## src/rtl/eth_mii_tx_sched.sv

```systemverilog
// Two-requester MII transmit scheduler: round-robin frame grant, preamble/SFD
// generation, nibble serialisation, underrun/oversize abort with drain, and IFG.
module eth_mii_tx_sched #(
  parameter int PRE_NIBBLES = 15,
  parameter int IFG_NIBBLES = 24,
  parameter int MAX_BYTES   = 1522
) (
  input  logic        eth_mac_clock,
  input  logic        eth_mac_rstn,
  input  logic        sched_enable,
  input  logic [1:0]  req_valid,
  input  logic [15:0] req_data,
  input  logic [1:0]  req_last,
  output logic [1:0]  req_ready,
  output logic [3:0]  eth_mii_txd,
  output logic        eth_mii_tx_en,
  output logic        eth_mii_tx_er,
  output logic [1:0]  grant,
  output logic        frame_done,
  output logic        frame_abort
);

  // Handshake: requester i transfers req_data[8i+7:8i]/req_last[i] on a rising
  // edge where req_valid[i] && req_ready[i]. req_ready depends on registered
  // state only, so a requester may not wait for ready before raising valid.
  typedef enum logic [2:0] {
    S_IDLE, S_PRE, S_SFD, S_DATA_LO, S_DATA_HI, S_ABORT, S_DRAIN, S_IFG
  } state_t;

  state_t      state_q, state_d;
  logic [1:0]  grant_q, grant_d;
  logic        ptr_q, ptr_d;
  logic [15:0] cnt_q, cnt_d;
  logic [7:0]  byte_q, byte_d;
  logic        last_q, last_d;
  logic [10:0] bcnt_q, bcnt_d;

  logic        gsel;
  logic        sel_valid;
  logic        sel_last;
  logic [7:0]  sel_data;
  logic        cap_hit;
  logic [1:0]  elig;
  logic        pick;

  assign gsel      = grant_q[1];
  assign sel_valid = req_valid[gsel];
  assign sel_last  = req_last[gsel];
  assign sel_data  = gsel ? req_data[15:8] : req_data[7:0];
  assign cap_hit   = (bcnt_q == 11'(MAX_BYTES));
  assign elig      = req_valid & {2{sched_enable}};
  assign grant     = grant_q;

  always_ff @(posedge eth_mac_clock or negedge eth_mac_rstn) begin
    if (!eth_mac_rstn) begin
      state_q <= S_IDLE;
      grant_q <= 2'b00;
      ptr_q   <= 1'b0;
      cnt_q   <= 16'd0;
      byte_q  <= 8'd0;
      last_q  <= 1'b0;
      bcnt_q  <= 11'd0;
    end else begin
      state_q <= state_d;
      grant_q <= grant_d;
      ptr_q   <= ptr_d;
      cnt_q   <= cnt_d;
      byte_q  <= byte_d;
      last_q  <= last_d;
      bcnt_q  <= bcnt_d;
    end
  end

  always_comb begin
    state_d       = state_q;
    grant_d       = grant_q;
    ptr_d         = ptr_q;
    cnt_d         = cnt_q;
    byte_d        = byte_q;
    last_d        = last_q;
    bcnt_d        = bcnt_q;
    pick          = 1'b0;
    req_ready     = 2'b00;
    eth_mii_txd   = 4'h0;
    eth_mii_tx_en = 1'b0;
    eth_mii_tx_er = 1'b0;
    frame_done    = 1'b0;
    frame_abort   = 1'b0;

    case (state_q)
      S_IDLE: begin
        if (|elig) begin
          // Contention goes to the pointer; otherwise the lone requester wins.
          pick    = (elig == 2'b11) ? ptr_q : elig[1];
          grant_d = pick ? 2'b10 : 2'b01;
          ptr_d   = ~pick;
          cnt_d   = 16'd0;
          state_d = S_PRE;
        end
      end
      S_PRE: begin
        eth_mii_txd   = 4'h5;
        eth_mii_tx_en = 1'b1;
        if (cnt_q == 16'(PRE_NIBBLES - 1)) begin
          cnt_d   = 16'd0;
          state_d = S_SFD;
        end else begin
          cnt_d = cnt_q + 16'd1;
        end
      end
      S_SFD: begin
        eth_mii_txd   = 4'hD;
        eth_mii_tx_en = 1'b1;
        req_ready     = grant_q;
        if (sel_valid) begin
          byte_d  = sel_data;
          last_d  = sel_last;
          bcnt_d  = 11'd1;
          state_d = S_DATA_LO;
        end else begin
          state_d = S_ABORT;
        end
      end
      S_DATA_LO: begin
        eth_mii_txd   = byte_q[3:0];
        eth_mii_tx_en = 1'b1;
        state_d       = S_DATA_HI;
      end
      S_DATA_HI: begin
        eth_mii_txd   = byte_q[7:4];
        eth_mii_tx_en = 1'b1;
        if (last_q) begin
          frame_done = 1'b1;
          grant_d    = 2'b00;
          cnt_d      = 16'd0;
          state_d    = S_IFG;
        end else if (cap_hit) begin
          state_d = S_ABORT;
        end else begin
          req_ready = grant_q;
          if (sel_valid) begin
            byte_d  = sel_data;
            last_d  = sel_last;
            if (bcnt_q != 11'h7FF) bcnt_d = bcnt_q + 11'd1;
            state_d = S_DATA_LO;
          end else begin
            state_d = S_ABORT;
          end
        end
      end
      S_ABORT: begin
        eth_mii_tx_en = 1'b1;
        eth_mii_tx_er = 1'b1;
        frame_abort   = 1'b1;
        state_d       = S_DRAIN;
      end
      S_DRAIN: begin
        req_ready = grant_q;
        if (sel_valid && sel_last) begin
          grant_d = 2'b00;
          cnt_d   = 16'd0;
          state_d = S_IFG;
        end
      end
      S_IFG: begin
        if (cnt_q == 16'(IFG_NIBBLES - 1)) begin
          cnt_d   = 16'd0;
          state_d = S_IDLE;
        end else begin
          cnt_d = cnt_q + 16'd1;
        end
      end
      default: state_d = S_IDLE;
    endcase
  end

endmodule

```

## config.mk

```make
export PLATFORM = sky130hd
export DESIGN_NAME = eth_mii_tx_sched
export DESIGN_NICKNAME = d
export VERILOG_FILES = /design/src/rtl/eth_mii_tx_sched.sv
export SDC_FILE = /design/constraint.sdc
export NUM_CORES = 1
export LEC_CHECK = 0
export BUFFER_PORTS_ARGS = -buffer_cell sky130_fd_sc_hd__buf_2
export CAP_MARGIN = 20
export CORE_ASPECT_RATIO = 0.75
export CORE_UTILIZATION = 60
export CTS_CLUSTER_SIZE = 10
export DETAILED_ROUTE_END_ITERATION = 8
export PLACE_DENSITY = 0.94
export SLEW_MARGIN = 20
export SYNTH_ARGS = -nofsm -noshare
export SYNTH_HDL_FRONTEND = slang
export SYNTH_SLANG_ARGS = --single-unit
export TNS_END_PERCENT = 10
```

## constraint.sdc

```tcl
create_clock -name eth_mac_clock -period 3.2 [get_ports eth_mac_clock]
set_input_delay 0.32 -clock eth_mac_clock [delete_from_list [all_inputs] [get_ports eth_mac_clock]]
set_output_delay 0.32 -clock eth_mac_clock [all_outputs]
set_load 0.005 [all_outputs]
```

==> qor.yml, run 1 <==
clk_pin_slew_ps: 80
end_kind: "register"
port_buffers: 34
drc: 0
clockBufferDepth: 2
final_max_slew_viol_count: 0
setup_viol: 0
grt_use_total_pct: 28.3
fin_util_pct: 70.2
multi_input_area_mm2: 0.00143
vdd_drop_max_mv: 0.631
maxCapViolations: 0
required_ps: 3420
finalHoldViolCount: 0
ys_types: 57
n_fill_cell: 313
first_global_vias: 2201
start_kind: "register"
clock_latency_ps: 290
async_flop_share_pct: 100
gp_congestion: 0.897
routed_wl_um: 5970
io_pins: 35
ant_nets: 0
viasPerCell: 6.27
syn_area_per_cell_um2: 8.87
num_vias: 2345
path_max_fanout: 20
initial_core_util_pct: 63.5
coreArea_mm2: 0.00410
grt_pass1_wl_um: 10100
synth_top_cell_by_area: "dfrtp_1"
rows: 20
yosysTopAreaCellShare_pct: 40.3
die_x_um: 78.1
ctsHoldBuffers: 0
cts_resized: 0
wire_per_inst_um: 16.0
tightest_slew_ps: 983
synth-edff-count: 0
powerDensity_mw_per_mm2: 801
dp_hpwl_um: 4240
fp.dieH_um: 59.1
area_delta_synth_final_pct: 10.5
cts-root-buf: "clkbuf_8"
clock-sinks: 42
fmax_ghz: 0.389
cts_made_buffers: 5
arrival_ps: 2790
crit_type: "reg -> reg"
yosysSeqAreaShare_pct: 40.3
drtIter0Drc: 248
synth_nets: 321
nets: 346
ys_ff_latch: 42
cts_setup_buffers: 0
slew_headroom_pct: 34.2
yosys_warnings: 0
cts_max_level: 2
fin_skew_ps: 8.11
synth_area_mm2: 0.00261
status: "finished, final reports clean"
fin_crit_sh_pct: 80.3
grt_max_degree: 43
regArea_mm2: 0.00105
antenna_cells: 0
syn-instance-count: 294
drive_gt1_share_pct: 17.6
tns_ps: 0
antenna_found_initial: 0
synth-main-ff-cell: "dfrtp_1"
rsz0062_at_grt: "false"
min_period_ps: 2570
hold_slack_ps: 168
cts_tree: "built"
synthTopCellsByArea: "dfrtp_1 (40%), nor2_1 (4.3%), mux2i_1 (3.8%)"
p_leak_nw: 1.23
grt-ovfl-total: 0
worstHoldPathType: "in -> async"
dr.pass1.iters: 4
dieArea_mm2: 0.00462
==> routing by layer <==
metal  up-vias  part of all wire (%)  global-route usage (%)
li1       1113                     -                       -
met1      1110                    43                    39.1
met2       109                    48                    45.5
met3        13                   8.3                    5.54
met4         0                   1.2                    9.26
met5         -                     0                       0
==> final cells by class <==
class | instances | share of cell area, %
clock buffer | 6 | 2.87
timing repair buffer | 36 | 6.43
inverter | 10 | 1.30
tap | 55 | 2.39
clock inverter | 1 | 1.04
sequential | 42 | 36.5
multi-input combinational | 224 | 49.5
==> logic make-up (layout without fill, tap and decap cells) <==
group / count (synthesis) / after routing / share of synthesized area [%]
multiplexers: 11 / 11 / 4.27
AO/OA/AOI/OAI: 72 / 72 / 18.4
flip-flops: 42 / 42 / 40.3
adder cells (fa/ha/maj): 4 / 4 / 1.92
AND/OR/NAND/NOR: 124 / 124 / 25.8
buffers and inverters: 28 / 53 / 4.99
XOR/XNOR: 13 / 13 / 4.37
==> sequential cells by signal, summed over array words and instances, names as in the netlist <==
name	count
last_q	1
byte_q	8
grant	2
state_q	3
bcnt_q	11
ptr_q	1
cnt_q	16
==> where the power goes <==
group	switching, mW	internal (mW)	total [mW]
registers	0.218	0.669	0.887
clock network	0.178	0.250	0.427
logic	0.588	0.405	0.993
total	0.984	1.32	2.31
==> layout by cell type, fill, tap and decap left out, drive strengths merged, types with 10 or more instances in the layout <==
cell type / instances
inv: 10
nor3: 15
a21oi: 19
xnor2: 11
buf: 36
nor2: 30
mux2i: 10
o21ai: 25
nand2: 20
dfrtp: 42
nand3: 15
==> worst max-delay path, cell delays in order, from the launching register on <==
cell and delay [ps]:
dfrtp_1 730, nor2b_2 410, o211ai_1 440, a21oi_2 660
a21oi_1 140, nor2_1 120
==> synth_stat cells (8+ instances only) <==
library cell  count
inv_1             8
nand2_1          20
o21ai_0          13
clkbuf_1         10
xnor2_1          11
dfrtp_1          42
o21ai_1          12
a21oi_1          18
mux2i_1          10
nor2_1           30
nor3_1           14
nand3_1          15
==> per-stage QoR <==
step	worst slack [ps]	cell area (um2)	power (mW)	instances
after floorplan	1240	2610	1.56	294
after global placement	869	2770	1.80	367
after detailed placement	712	2770	1.86	367
after CTS	683	2880	2.30	374
after global routing	359	2880	2.46	374
final	631	2880	2.31	374
==> final timing paths <==
check	start	end	slack (ps)	cells after the start
max in group asynchronous	eth_mac_rstn	cnt_q[0]	2450	1
min in group eth_mac_clock	req_data[5]	byte_q[5]	320	3
setup / recovery	state_q[1]	bcnt_q[10]	630	5
setup reg to reg	state_q[1]	bcnt_q[10]	630	5
hold / removal	eth_mac_rstn	bcnt_q[3]	170	1
hold reg to reg	ptr_q	ptr_q	510	2
No activity file was read; power rests on OpenSTA's default activity.
==> run 2: changes to the inputs <==
CORE_UTILIZATION = 58   (was 60)
PLACE_DENSITY = 0.91   (was 0.94)
clock period = 2.6 ns   (was 3.2 ns; I/O delays follow)
==> qor.yml, run 2 (same netlist as run 1, synthesis figures left out) <==
regMostFlops: "cnt_q"
grt_max_degree: 43
ctsHoldBuffers: 0
place_ws_ps: 508
cts_made_buffers: 5
combPwrFrac_pct: 47.2
reg_top3: "cnt_q: 16 flops, bcnt_q: 11 flops, byte_q: 8 flops"
worstRegToRegCells: 5
rows: 20
grt_use_total_pct: 27.9
area_delta_synth_final_pct: 12.0
maxCapViolations: 0
layout_setup_ws_ps: 242
final_max_slew_viol_count: 0
clockBufferDepth: 2
cts_tree: "built"
cts_setup_buffers: 0
end_kind: "output pin"
coreArea_mm2: 0.00418
p_sw_share_pct: 43.2
status: "finished, final reports clean"
wire_per_inst_um: 15.2
arrival_ps: 2100
stdcell_count: 383
fin_crit_sh_pct: 90.7
clock_latency_ps: 300
switchingPower_mw: 1.21
rsz0062_at_grt: "false"
viasPerCell: 6.15
fin_util_pct: 69.9
drc: 0
initial_core_util_pct: 62.4
first_global_vias: 2117
slew_headroom_pct: 38.8
die_x_um: 79.4
final_cell_mix: "dfrtp_1 (42), buf_2 (34), nor2_1 (30)"
r2r_slack_ps: 450
critPathBufInv: 2
cpPeakStageDelay_ps: 490
path_max_fanout: 5
grt-ovfl-total: 0
largest_register_ffs: 16
tns_ps: 0
finalHoldViolCount: 0
gp_congestion: 0.920
crit_type: "reg -> out"
port_buffers: 34
vdd_drop_max_mv: 0.609
dr.pass1.iters: 5
io_pins: 35
powerDensity_mw_per_mm2: 958
nets: 354
antenna_found_initial: 0
clk_pin_slew_ps: 80
routed_wl_um: 5810
cts_max_level: 2
dp_cells: 375
antenna_cells: 0
ant_nets: 0
final_common_cell: "dfrtp_1"
dieArea_mm2: 0.00477
required_ps: 2340
setup_viol: 0
fin_skew_ps: 8.11
tightest_slew_ps: 919
start_kind: "register"
cts-root-buf: "clkbuf_8"
slowest_stage: "or4b_4"
worstHoldPathType: "in -> async"
dp_hpwl_um: 4310
r2r-end: "state_q[1]"
drive_gt1_share_pct: 19.5
drtIter0Drc: 223
fp.dieH_um: 60.1
cp_top_family: "simple AND/OR/NAND/NOR gates"
crit_chain: "inv_1 > ha_1 > or4b_4 > nor3_2 > o31a_1 > nor3b_1 > buf_2"
clock-sinks: 42
pwr-share-clk_pct: 15.6
seqPwrFrac_pct: 37.1
grt_pass1_wl_um: 10000
p_leak_nw: 1.26
rr_startpoint: "cnt_q[8]"
fmax_ghz: 0.424
p_int_mw: 1.59
cts_resized: 0
min_period_ps: 2360
num_vias: 2357
-- run 2: cell types whose count changed in the layout (fill, tap and decap cells not counted), sizes merged --
cell,delta
clkbuf,+1
bufinv,-1
clkinv,+1
buf,+8
-- run 2: power by group through the flow --
stage / combinational [mW] / clock [mW] / sequential, mW
final: 1.32 / 0.438 / 1.04
after global routing: 1.47 / 0.473 / 1.06
after CTS: 1.31 / 0.446 / 1.03
after detailed placement: 1.31 / 0 / 1.04
after global placement: 1.25 / 0 / 1.03
after floorplan: 0.972 / 0 / 0.950
-- run 2: cell type report --
type | count | area [um2]
Clock buffer | 7 | 86.3
Inverter | 10 | 37.5
Multi-Input combinational cell | 224 | 1430
Timing Repair Buffer | 44 | 245
Clock inverter | 1 | 5.00
Sequential cell | 42 | 1050
Tap cell | 55 | 68.8
Fill cell | 321 | 1260
-- run 2: how the worst max path moves through the flow --
stage | start | to | slack [ps] | cells after the start
global route | bcnt_q[0] | req_ready[0] | 90 | 7
floorplan | bcnt_q[0] | bcnt_q[8] | 640 | 8
detailed placement | bcnt_q[0] | state_q[2] | 510 | 7
CTS | bcnt_q[0] | req_ready[0] | 230 | 7
finish | bcnt_q[0] | req_ready[0] | 240 | 7
global placement | cnt_q[8] | state_q[1] | 490 | 5
-- run 2: layer usage --
metal | track usage, % | vias to the layer above | part of all wire [%]
li1 | - | 1126 | -
met1 | 40.5 | 1130 | 47
met2 | 42.4 | 94 | 46
met3 | 5.04 | 7 | 5.8
met4 | 9.35 | 0 | 1.1
met5 | 0 | - | 0
-- run 2: worst register-to-register path, cell delays in order, from the launching register on --
cell and delay, ps:
dfrtp_1 440, nor4_1 470, nand4_1 190, a22o_1 390, or2_1 310, o31ai_1 250
-- run 2: through the flow --
stage | instance area (um2) | total power [mW] | hold slack (ps)
3_3_place_gp | 2830 | 2.28 | 445
6_report | 2920 | 2.80 | 85.4
4_1_cts | 2920 | 2.79 | 120
2_1_floorplan | 2610 | 1.92 | -35.6
5_1_grt | 2920 | 3.01 | 164
3_5_place_dp | 2830 | 2.35 | 449
